## config.mk

```make
export PLATFORM = sky130hd
export DESIGN_NAME = dmem_arbiter
export DESIGN_NICKNAME = d
export VERILOG_FILES = /design/src/rtl/dmem_arbiter.sv
export SDC_FILE = /design/constraint.sdc
export NUM_CORES = 1
export LEC_CHECK = 0
export ABC_AREA = 0
export CORE_AREA = 2 2 236 238
export DETAILED_ROUTE_END_ITERATION = 6
export DIE_AREA = 0 0 238 240
export SLEW_MARGIN = 15
export SYNTH_ARGS = -nofsm -noshare
export SYNTH_HDL_FRONTEND = slang
export SYNTH_SLANG_ARGS = --single-unit
```

## constraint.sdc

```tcl
create_clock -name clk -period 3.6 [get_ports clk]
set_input_delay 0.72 -clock clk [delete_from_list [all_inputs] [get_ports clk]]
set_output_delay 0.72 -clock clk [all_outputs]
set_load 0.02 [all_outputs]
```

## src/rtl/dmem_arbiter.sv

```systemverilog
// Round-robin arbiter sharing one data-memory port between NUM_REQ core LSUs and the host.
// The host wins by default but is throttled to HOST_BURST_MAX grants while any core waits.
module dmem_arbiter #(
  parameter int NUM_REQ        = 4,
  parameter int ADDR_WIDTH     = 32,
  parameter int DATA_WIDTH     = 32,
  parameter int HOST_BURST_MAX = 4
) (
  input  logic                           clk,
  input  logic                           rst_n,
  input  logic [NUM_REQ-1:0]             req_valid,
  input  logic [NUM_REQ-1:0]             req_we,
  input  logic [NUM_REQ*ADDR_WIDTH-1:0]  req_addr,
  input  logic [NUM_REQ*DATA_WIDTH-1:0]  req_wdata,
  output logic [NUM_REQ-1:0]             req_ready,
  output logic [NUM_REQ-1:0]             rsp_valid,
  output logic [NUM_REQ*DATA_WIDTH-1:0]  rsp_rdata,
  input  logic                           host_valid,
  input  logic                           host_we,
  input  logic [ADDR_WIDTH-1:0]          host_addr,
  input  logic [DATA_WIDTH-1:0]          host_wdata,
  output logic                           host_ready,
  output logic                           host_rsp_valid,
  output logic [DATA_WIDTH-1:0]          host_rsp_rdata,
  output logic                           mem_WDME,
  output logic [ADDR_WIDTH-1:0]          mem_A,
  output logic [DATA_WIDTH-1:0]          mem_WD,
  input  logic [DATA_WIDTH-1:0]          mem_RD
);

  localparam int         PTR_W     = $clog2(NUM_REQ);
  localparam logic [7:0] BURST_MAX = 8'(HOST_BURST_MAX);

  logic [PTR_W-1:0] rr_ptr_reg, rr_ptr_next;
  logic [7:0]       host_cnt_reg, host_cnt_next;
  logic             any_core_valid, host_grant, core_grant, core_found;
  logic [PTR_W-1:0] core_sel;
  logic [PTR_W:0]   cand_sum;
  logic [PTR_W-1:0] cand;
  logic             host_rsp_valid_reg;
  logic [DATA_WIDTH-1:0] host_rsp_rdata_reg;

  assign any_core_valid = |req_valid;
  assign host_grant     = rst_n && host_valid && (!any_core_valid || host_cnt_reg < BURST_MAX);

  // First valid core at or after rr_ptr, wrapping modulo NUM_REQ.
  always_comb begin
    core_sel   = '0;
    core_found = 1'b0;
    cand_sum   = '0;
    cand       = '0;
    for (int k = 0; k < NUM_REQ; k++) begin
      cand_sum = {1'b0, rr_ptr_reg} + (PTR_W+1)'(k);
      if (cand_sum >= (PTR_W+1)'(NUM_REQ))
        cand_sum = cand_sum - (PTR_W+1)'(NUM_REQ);
      cand = cand_sum[PTR_W-1:0];
      if (!core_found && req_valid[cand]) begin
        core_found = 1'b1;
        core_sel   = cand;
      end
    end
  end

  assign core_grant = rst_n && !host_grant && core_found;
  assign host_ready = host_grant;

  always_comb begin
    mem_WDME = 1'b0;
    mem_A    = '0;
    mem_WD   = '0;
    if (host_grant) begin
      mem_WDME = host_we;
      mem_A    = host_addr;
      mem_WD   = host_wdata;
    end else if (core_grant) begin
      mem_WDME = req_we[core_sel];
      mem_A    = req_addr[core_sel*ADDR_WIDTH +: ADDR_WIDTH];
      mem_WD   = req_wdata[core_sel*DATA_WIDTH +: DATA_WIDTH];
    end
  end

  always_comb begin
    host_cnt_next = host_cnt_reg;
    rr_ptr_next   = rr_ptr_reg;
    if (!any_core_valid || core_grant)
      host_cnt_next = 8'd0;
    else if (host_grant && host_cnt_reg < BURST_MAX)
      host_cnt_next = host_cnt_reg + 8'd1;
    if (core_grant)
      rr_ptr_next = (core_sel == PTR_W'(NUM_REQ-1)) ? '0 : core_sel + 1'b1;
  end

  always_ff @(posedge clk or negedge rst_n) begin
    if (!rst_n) begin
      rr_ptr_reg         <= '0;
      host_cnt_reg       <= 8'd0;
      host_rsp_valid_reg <= 1'b0;
      host_rsp_rdata_reg <= '0;
    end else begin
      rr_ptr_reg         <= rr_ptr_next;
      host_cnt_reg       <= host_cnt_next;
      host_rsp_valid_reg <= host_grant;
      if (host_grant)
        host_rsp_rdata_reg <= host_we ? '0 : mem_RD;
    end
  end

  assign host_rsp_valid = host_rsp_valid_reg;
  assign host_rsp_rdata = host_rsp_rdata_reg;

  // Per-core grant decode and response registers; read data holds until the next response.
  genvar gi;
  generate
    for (gi = 0; gi < NUM_REQ; gi++) begin : g_core
      logic                  grant_this;
      logic                  rsp_valid_reg;
      logic [DATA_WIDTH-1:0] rsp_rdata_reg;

      assign grant_this    = core_grant && (core_sel == PTR_W'(gi));
      assign req_ready[gi] = grant_this;

      always_ff @(posedge clk or negedge rst_n) begin
        if (!rst_n) begin
          rsp_valid_reg <= 1'b0;
          rsp_rdata_reg <= '0;
        end else begin
          rsp_valid_reg <= grant_this;
          if (grant_this)
            rsp_rdata_reg <= req_we[gi] ? '0 : mem_RD;
        end
      end

      assign rsp_valid[gi]                           = rsp_valid_reg;
      assign rsp_rdata[gi*DATA_WIDTH +: DATA_WIDTH]  = rsp_rdata_reg;
    end
  endgenerate

endmodule

```

==> results of run 1 <==
[final cells by class]
class                      instances  share of cell area [%]
antenna                           10                  0.1356
tap                              704                   4.774
timing repair buffer             684                   37.27
sequential                       175                   23.74
inverter                          10                  0.2170
clock buffer                      17                   2.306
clock inverter                    15                  0.8748
multi-input combinational        718                   30.68
[metal layers]
layer / track usage [%] / part of all wire (%) / routed length (um) / up-vias
met5: 0 / 0.15 / 80 / -
met2: 33.35 / 52 / 27690 / 414
met4: 6.212 / 2.9 / 1516 / 14
met1: 19.59 / 38 / 20070 / 5093
li1: - / - / - / 4691
met3: 4.730 / 6.6 / 3492 / 83
[power by group through the flow]
stage	sequential (W)	combinational (W)	clock, W
global placement	0.00315	0.00597	0
CTS	0.00316	0.00629	0.00193
floorplan	0.00407	0.00192	0
finish	0.00315	0.00622	0.00186
global route	0.00325	0.00657	0.00200
detailed placement	0.00319	0.00601	0
[synthesized netlist by cell type, drive strengths merged (3+ instances only)]
master	count	area share [%]
nor2b	128	7.6
nand3b	32	2.3
and2	5	0.30
a32o	65	6.2
a21oi	3	0.14
clkbuf	29	1.0
inv	10	0.36
nand2	198	7.4
ha	5	0.60
nor2	5	0.18
mux2i	131	12
mux2	130	14
dfrtp	175	42
buf	55	4.4
[cell families after synthesis]
logic type | share of synthesized area, %
simple gates | 18.31
compound gates | 7.145
fa+ha+maj | 0.5954
mux | 26.41
buf+inv | 5.775
flops | 41.68
xor+xnor | 0.08337
[how the worst max path moves through the flow]
stage,start,to,cells after the start
final,rr_ptr_reg[1],mem_A[25],8
after global routing,rr_ptr_reg[1],mem_A[13],9
after CTS,rr_ptr_reg[1],mem_WD[9],8
after detailed placement,req_valid[0],mem_WD[5],8
after global placement,req_valid[0],mem_WD[5],8
after floorplan,req_valid[0],req_ready[1],11
[worst reg2reg max path, cell delays in order (launching register included)]
cell	delay, ns
dfrtp_1	0.39
or4_4	0.55
nor3_4	0.33
a211oi_4	0.12
buf_12	0.17
buf_4	0.17
nand2_4	0.08
buf_4	0.43
mux2_1	0.47
[through the flow]
step	instances	setup TNS, ns	power (W)	util, %	hold WS, ns
2_1_floorplan	987	0	0.005997	-	0.4244
3_3_place_gp	2277	-28.01	0.009115	32.15	0.4516
3_5_place_dp	2277	-31.33	0.009205	32.15	0.4557
4_1_cts	2321	0	0.01138	33.64	0.09612
5_1_grt	2332	-0.06831	0.01182	33.75	0.1061
6_report	2333	0	0.01123	33.76	0.1270
[repair_timing]
| action | 4_1_cts | 5_1_grt |
|---|---|---|
| resized for setup | 226 | 27 |
| gates cloned | 4 | 0 |
| buffers inserted | 8 | 1 |
| endpoints found under the setup margin | 70 | 56 |
| hold buffers | 0 | 0 |
| pin swaps | 5 | 2 |
==> impl_results.html, run 1 <==
<table>
<tr><th>Metric</th><th>Value</th></tr>
<tr><th colspan="2">Placement</th></tr>
<tr><td>Total of buffers placed on input and output ports</td><td>598</td></tr>
<tr><td>HPWL after detailed placement</td><td>42.49 mm</td></tr>
<tr><td>Placed cell area</td><td>17570 um2</td></tr>
<tr><td>GP Congestion</td><td>0.8859</td></tr>
<tr><td>Worst setup timing slack at the placement stage</td><td>-0.6147 ns</td></tr>
<tr><th colspan="2">Clock tree</th></tr>
<tr><td>H-tree depth reported by CTS</td><td>4</td></tr>
<tr><td>TritonCTS buffer count</td><td>17</td></tr>
<tr><td>Clock-pin slew on the worst setup and hold paths</td><td>0.07 ns</td></tr>
<tr><td>Clock tree sinks</td><td>175</td></tr>
<tr><td>Clock insertion delay at the later pin of the skew report</td><td>0.45 ns</td></tr>
<tr><td>CTS tree</td><td>yes</td></tr>
<tr><td>Cell at the root of the clock tree</td><td>clkbuf_16</td></tr>
<tr><td>Clk buf depth</td><td>2</td></tr>
<tr><th colspan="2">Timing</th></tr>
<tr><td>Final number of hold-violating endpoints</td><td>0</td></tr>
<tr><td>Maximum clock rate</td><td>283.8 MHz</td></tr>
<tr><td>Worst Tran Pin Value</td><td>0.6822 ns</td></tr>
<tr><td>Relative slew slack</td><td>54.52%</td></tr>
<tr><td>Post-layout min period</td><td>3.523 ns</td></tr>
<tr><td>Worst clock skew</td><td>0.01731 ns</td></tr>
<tr><td>Post-route clock period utilization</td><td>97.87%</td></tr>
<tr><td>Final setup fails</td><td>0</td></tr>
<tr><td>Count of final max-slew check failures</td><td>0</td></tr>
<tr><td>Setup repair after global routing missed its margin</td><td>true</td></tr>
<tr><td>Final worst slack</td><td>0.07650 ns</td></tr>
<tr><th colspan="2">Synthesis</th></tr>
<tr><td>Number of flops mapped to enable cells by yosys</td><td>0</td></tr>
<tr><td>Synthesized net count</td><td>1356</td></tr>
<tr><td>Proportion of synthesized flip-flops having asynchronous set or reset</td><td>100.0%</td></tr>
<tr><td>Sequential area share after synthesis</td><td>41.68%</td></tr>
<tr><td>Total standard cell area after synthesis</td><td>10510 um2</td></tr>
<tr><td>Number of synthesized register bits</td><td>175</td></tr>
<tr><td>Yosys cell types</td><td>37</td></tr>
<tr><td>Number of instances in the synthesized netlist</td><td>987</td></tr>
<tr><td>Mean cell area of the mapped netlist</td><td>10.65 um2</td></tr>
<tr><td>Primary FF master, synth</td><td>dfrtp_1</td></tr>
<tr><td>Yosys warns</td><td>0</td></tr>
<tr><th colspan="2">Cells and area</th></tr>
<tr><td>Most frequent standard cell in the layout excluding fill and tap cells</td><td>clkdlybuf4s50_1</td></tr>
<tr><td>Commonest cells after routing, fill and taps aside</td><td>519 x clkdlybuf4s50_1, 193 x nand2_1, 174 x dfrtp_1, 128 x nor2b_1, 120 x mux2i_1</td></tr>
<tr><td>Post-synthesis to final-layout area growth</td><td>75.60%</td></tr>
<tr><td>Multi-input gate area in the final layout</td><td>5662 um2</td></tr>
<tr><td>Final-stage net count</td><td>1975</td></tr>
<tr><td>Cell area after layout</td><td>18450 um2</td></tr>
<tr><td>Sequential cell area in the final layout</td><td>4380 um2</td></tr>
<tr><td>Flip-flop count of the largest register, all copies and words added</td><td>128</td></tr>
<tr><td>Share of layout cells above drive strength 1</td><td>13.77%</td></tr>
<tr><td>Number of fillers in the final layout</td><td>5552</td></tr>
<tr><th colspan="2">Floorplanning</th></tr>
<tr><td>Std-Cell Rows</td><td>86</td></tr>
<tr><td>Horizontal die dimension</td><td>238 um</td></tr>
<tr><td>Chip height</td><td>240 um</td></tr>
<tr><td>Core box area</td><td>54660 um2</td></tr>
<tr><td>I/O pin cnt</td><td>599</td></tr>
<tr><td>Total die area</td><td>57120 um2</td></tr>
<tr><td>Initial cell density of the core</td><td>19.22%</td></tr>
<tr><th colspan="2">Worst hold path</th></tr>
<tr><td>Tightest Hold Check Type</td><td>input port to asynchronous set/reset pin</td></tr>
<tr><th colspan="2">Setup path</th></tr>
<tr><td>Kind of start point of the critical path</td><td>flip-flop</td></tr>
<tr><td>Setup slack, reg-to-reg</td><td>0.78 ns</td></tr>
<tr><td>R2r startpoint</td><td>host_cnt_reg[7]</td></tr>
<tr><td>Worst endpoint data arrival time</td><td>2.80 ns</td></tr>
<tr><td>Buf/Inv on CP</td><td>3</td></tr>
<tr><td>Cell-by-cell trace of the critical path</td><td>mux2_4 -&gt; o221ai_4 -&gt; buf_12 -&gt; buf_16 -&gt; mux2i_1 -&gt; nand2_1 -&gt; a32o_1 -&gt; dlygate4sd2_1</td></tr>
<tr><td>Crit end category</td><td>primary output</td></tr>
<tr><td>Worst endpoint required time</td><td>2.88 ns</td></tr>
<tr><td>Worst-path maximum fanout</td><td>16</td></tr>
<tr><td>Master of the slowest instance on the critical path</td><td>dfrtp_2</td></tr>
<tr><td>Top delay family on crit path</td><td>buffers and inverters</td></tr>
<tr><td>Max incr delay on CP</td><td>0.45 ns</td></tr>
<tr><td>FF-to-FF path depth</td><td>8</td></tr>
<tr><td>Worst setup path class</td><td>flip-flop to primary output</td></tr>
<tr><td>R2r endpoint</td><td>g_core[0].rsp_rdata_reg[8]</td></tr>
<tr><th colspan="2">Global routing</th></tr>
<tr><td>GRT overflow</td><td>0</td></tr>
<tr><td>Via count of the first global-routing pass</td><td>10760</td></tr>
<tr><td>GRT Resource Usage Total</td><td>17.93%</td></tr>
<tr><td>First-pass GRT wire length</td><td>74.18 mm</td></tr>
<tr><td>Antenna violations before repair</td><td>22</td></tr>
<tr><td>Pin count of the biggest net entering global routing</td><td>81</td></tr>
<tr><th colspan="2">Pwr</th></tr>
<tr><td>Switching share of power</td><td>38.97%</td></tr>
<tr><td>Net switching power</td><td>0.004377 W</td></tr>
<tr><td>Leakage power</td><td>8.306 nW</td></tr>
<tr><td>Worst VDD drop</td><td>0.3193 mV</td></tr>
<tr><td>Combinational share of power</td><td>55.4%</td></tr>
<tr><td>Internal power summed over all cells</td><td>0.006856 W</td></tr>
<tr><td>Pwr Density</td><td>608.8 nW/um2</td></tr>
<tr><td>Part of the power in the clock network</td><td>16.6%</td></tr>
<tr><td>Portion of total power attributed to sequential cells</td><td>28.0%</td></tr>
<tr><th colspan="2">Route</th></tr>
<tr><td>Remaining antenna violation count</td><td>0</td></tr>
<tr><td>Initial DRT Pass Iterations</td><td>5</td></tr>
<tr><td>Wirelength per Cell</td><td>22.65 um</td></tr>
<tr><td>DRC viols</td><td>0</td></tr>
<tr><td>Total number of vias</td><td>10300</td></tr>
<tr><td>Wire length after detailed routing</td><td>52.85 mm</td></tr>
<tr><td>Iter 0 DRT Violations</td><td>473</td></tr>
<tr><td>Vias per inst</td><td>4.413</td></tr>
<tr><th colspan="2">Status</th></tr>
<tr><td>Result of the run</td><td>finished clean</td></tr>
<tr><th colspan="2">Job</th></tr>
<tr><td># Max-Cap Violations</td><td>0</td></tr>
</table>
No activity file was read; power rests on OpenSTA's default activity.
==> run 2: changes to the inputs <==
Settings changed: ABC_CLOCK_PERIOD_IN_PS set to 3600.
==> results of run 2 <==
The final DEF is identical to that of run 1; final timing and power are the same.
==> run 3: changes to the inputs <==
Settings changed: PLACE_DENSITY set to 0.47, REMOVE_ABC_BUFFERS set to 1.
==> impl_results.html, run 3 (synthesized netlist as in run 1, its figures left out) <==
<table>
<tr><th>Metric</th><th>Value</th></tr>
<tr><th colspan="2">Clock tree</th></tr>
<tr><td>Cell at the root of the clock tree</td><td>clkbuf_16</td></tr>
<tr><td>H-tree depth reported by CTS</td><td>4 (unchanged)</td></tr>
<tr><td>TritonCTS buffer count</td><td>17 (unchanged)</td></tr>
<tr><td>CTS tree</td><td>yes</td></tr>
<tr><td>Clock-pin slew on the worst setup and hold paths</td><td>0.08 ns (about the same)</td></tr>
<tr><td>Clk buf depth</td><td>2 (unchanged)</td></tr>
<tr><td>Clock tree sinks</td><td>175 (unchanged)</td></tr>
<tr><td>Clock insertion delay at the later pin of the skew report</td><td>0.45 ns (about the same)</td></tr>
<tr><th colspan="2">Setup path</th></tr>
<tr><td>Worst endpoint required time</td><td>2.88 ns (about the same)</td></tr>
<tr><td>Worst setup path class</td><td>input port to primary output</td></tr>
<tr><td>Worst-path maximum fanout</td><td>5 (-11)</td></tr>
<tr><td>Worst endpoint data arrival time</td><td>2.84 ns (+0.04 ns)</td></tr>
<tr><td>Crit end category</td><td>primary output</td></tr>
<tr><td>Kind of start point of the critical path</td><td>input port</td></tr>
<tr><th colspan="2">Global routing</th></tr>
<tr><td>Antenna violations before repair</td><td>33 (+50%)</td></tr>
<tr><td>Via count of the first global-routing pass</td><td>10870 (+1.0%)</td></tr>
<tr><td>GRT overflow</td><td>0 (unchanged)</td></tr>
<tr><td>GRT Resource Usage Total</td><td>20.22% (+2.3 points)</td></tr>
<tr><td>First-pass GRT wire length</td><td>81.50 mm (+9.9%)</td></tr>
<tr><td>Pin count of the biggest net entering global routing</td><td>165 (+100%)</td></tr>
<tr><th colspan="2">Route</th></tr>
<tr><td>Total number of vias</td><td>10310 (+0.15%)</td></tr>
<tr><td>Remaining antenna violation count</td><td>0 (unchanged)</td></tr>
<tr><td>Iter 0 DRT Violations</td><td>456 (-3.6%)</td></tr>
<tr><td>Wirelength per Cell</td><td>25.30 um (+12%)</td></tr>
<tr><td>Wire length after detailed routing</td><td>59.36 mm (+12%)</td></tr>
<tr><td>DRC viols</td><td>0 (unchanged)</td></tr>
<tr><td>Vias per inst</td><td>4.395 (-0.41%)</td></tr>
<tr><td>Initial DRT Pass Iterations</td><td>5 (unchanged)</td></tr>
<tr><th colspan="2">Timing</th></tr>
<tr><td>Maximum clock rate</td><td>280.9 MHz (-1.0%)</td></tr>
<tr><td>Post-route clock period utilization</td><td>98.89% (+1.0 points)</td></tr>
<tr><td>Worst clock skew</td><td>0.01585 ns (-0.001463 ns)</td></tr>
<tr><td>Worst Tran Pin Value</td><td>0.9697 ns (+0.2875 ns)</td></tr>
<tr><td>Sum of negative setup slack</td><td>0 ns (unchanged)</td></tr>
<tr><td>Count of final max-slew check failures</td><td>0 (unchanged)</td></tr>
<tr><td>Final worst slack</td><td>0.03995 ns (-0.03656 ns)</td></tr>
<tr><td>Relative slew slack</td><td>35.35% (-19 points)</td></tr>
<tr><td>Final setup fails</td><td>0 (unchanged)</td></tr>
<tr><td>Final number of hold-violating endpoints</td><td>0 (unchanged)</td></tr>
<tr><td>Post-layout min period</td><td>3.560 ns (+0.03656 ns)</td></tr>
<tr><th colspan="2">Job</th></tr>
<tr><td># Max-Cap Violations</td><td>0 (unchanged)</td></tr>
<tr><th colspan="2">Cells and area</th></tr>
<tr><td>Final-stage net count</td><td>1979 (+0.20%)</td></tr>
<tr><td>Sequential cell area in the final layout</td><td>4380 um2 (unchanged)</td></tr>
<tr><td>Flip-flop count of the largest register, all copies and words added</td><td>128 (unchanged)</td></tr>
<tr><td>Commonest cells after routing, fill and taps aside</td><td>520 x clkdlybuf4s50_1, 194 x nand2_1, 174 x dfrtp_1, 128 x nor2b_1, 116 x mux2_1</td></tr>
<tr><td>Number of fillers in the final layout</td><td>5625 (+1.3%)</td></tr>
<tr><td>Most frequent standard cell in the layout excluding fill and tap cells</td><td>clkdlybuf4s50_1</td></tr>
<tr><td>Final core utilization</td><td>34.06% (+0.30 points)</td></tr>
<tr><td>Share of layout cells above drive strength 1</td><td>13.31% (-0.47 points)</td></tr>
<tr><td>Post-synthesis to final-layout area growth</td><td>77.19%</td></tr>
<tr><td>Multi-input gate area in the final layout</td><td>5794 um2 (+2.3%)</td></tr>
<tr><th colspan="2">Floorplanning</th></tr>
<tr><td>Horizontal die dimension</td><td>238 um (unchanged)</td></tr>
<tr><td>Std-Cell Rows</td><td>86 (unchanged)</td></tr>
<tr><td>I/O pin cnt</td><td>599 (unchanged)</td></tr>
<tr><td>Core box area</td><td>54660 um2 (unchanged)</td></tr>
<tr><td>Total die area</td><td>57120 um2 (unchanged)</td></tr>
<tr><td>Chip height</td><td>240 um (unchanged)</td></tr>
<tr><td>Initial cell density of the core</td><td>19.22% (unchanged)</td></tr>
<tr><th colspan="2">Placement</th></tr>
<tr><td>GP Congestion</td><td>0.9046 (+2.1%)</td></tr>
<tr><td>Total of buffers placed on input and output ports</td><td>598 (unchanged)</td></tr>
<tr><td>HPWL after detailed placement</td><td>47.60 mm (+12%)</td></tr>
<tr><td>Worst setup timing slack at the placement stage</td><td>-0.6930 ns (-0.07828 ns)</td></tr>
<tr><th colspan="2">Pwr</th></tr>
<tr><td>Leakage power</td><td>8.284 nW (-0.27%)</td></tr>
<tr><td>Worst VDD drop</td><td>0.3249 mV (+1.8%)</td></tr>
<tr><td>Pwr Density</td><td>609.1 nW/um2 (about the same)</td></tr>
<tr><th colspan="2">Worst hold path</th></tr>
<tr><td>Tightest Hold Check Type</td><td>input port to asynchronous set/reset pin</td></tr>
<tr><th colspan="2">Status</th></tr>
<tr><td>Result of the run</td><td>finished clean</td></tr>
</table>
run 3: cell count changes in the layout (fill, tap and decap cells not counted), sizes merged, moves of 6 or more:
cell           previous run  this run
clkbuf                   25        36
clkdlybuf4s15             9        16
dlygate4sd2              19        25
buf                     126       110
inv                      21        13
diode                    10        19
run 3: final timing paths:
| check | cells after the start | slack (ns) | startpoint | to |
|---|---|---|---|---|
| max | 11 | 0.04 | req_valid[1] | mem_A[27] |
| min | 1 | 0.12 | rst_n | rr_ptr_reg[0] |
| max reg2reg | 9 | 0.76 | host_cnt_reg[7] | g_core[2].rsp_rdata_reg[0] |
| min reg2reg | 2 | 0.47 | host_rsp_rdata[21] | host_rsp_rdata[21] |
| max in group asynchronous | 2 | 2.28 | rst_n | g_core[0].rsp_rdata_reg[2] |
| min in group clk | 2 | 0.47 | host_rsp_rdata[21] | host_rsp_rdata[21] |
run 3: through the flow:
stage / hold slack, ns / power (W) / instances / cell area (um2)
floorplan: 0.4244 / 0.006256 / 903 / 9938
global placement: 0.4515 / 0.009270 / 2287 / 17690
detailed placement: 0.4556 / 0.009322 / 2287 / 17690
CTS: 0.09101 / 0.01140 / 2324 / 18490
global route: 0.09661 / 0.01195 / 2341 / 18610
finish: 0.1221 / 0.01134 / 2346 / 18620
run 3: power by group:
group / internal (W) / switching [W] / total [W]
Clock: 0.00105 / 0.000839 / 0.00189
Sequential: 0.00273 / 0.000424 / 0.00316
Combinational: 0.00320 / 0.00309 / 0.00630
run 3: critical path, stage by stage:
cell and delay, ns:
dlygate4sd2_1 0.25, mux2_4 0.28, o221ai_4 0.19, buf_6 0.18, clkbuf_16 0.16, buf_4 0.14
buf_4 0.13, mux2i_4 0.25, nand2_1 0.09, a32o_1 0.27, buf_4 0.16
run 3: timing repair:
item | 4_1_cts | 5_1_grt
endpoints found under the setup margin | 70 | 54
hold buffers | 0 | 0
pin swaps | 4 | 2
buffers inserted | 6 | 2
gates resized for setup | 120 | 66
cloned | 1 | 2
run 3: routing by layer:
| layer | wire length [um] | vias to the layer above | share of wire [%] | track usage, % |
|---|---|---|---|---|
| li1 | - | 4708 | - | - |
| met1 | 22830 | 5068 | 38 | 22.16 |
| met2 | 30650 | 451 | 52 | 36.76 |
| met3 | 4275 | 75 | 7.2 | 5.786 |
| met4 | 1540 | 8 | 2.6 | 7.898 |
| met5 | 62 | - | 0.10 | 0 |
run 3: area by class of cell:
cell class	count	share of cell area [%]
diodes	19	0.2554
repair buffers	688	37.03
clock buffers	21	2.419
well taps	704	4.731
inverters	10	0.2151
flip-flops and latches	175	23.53
multi-input cells	718	31.12
clock inverters	11	0.6989
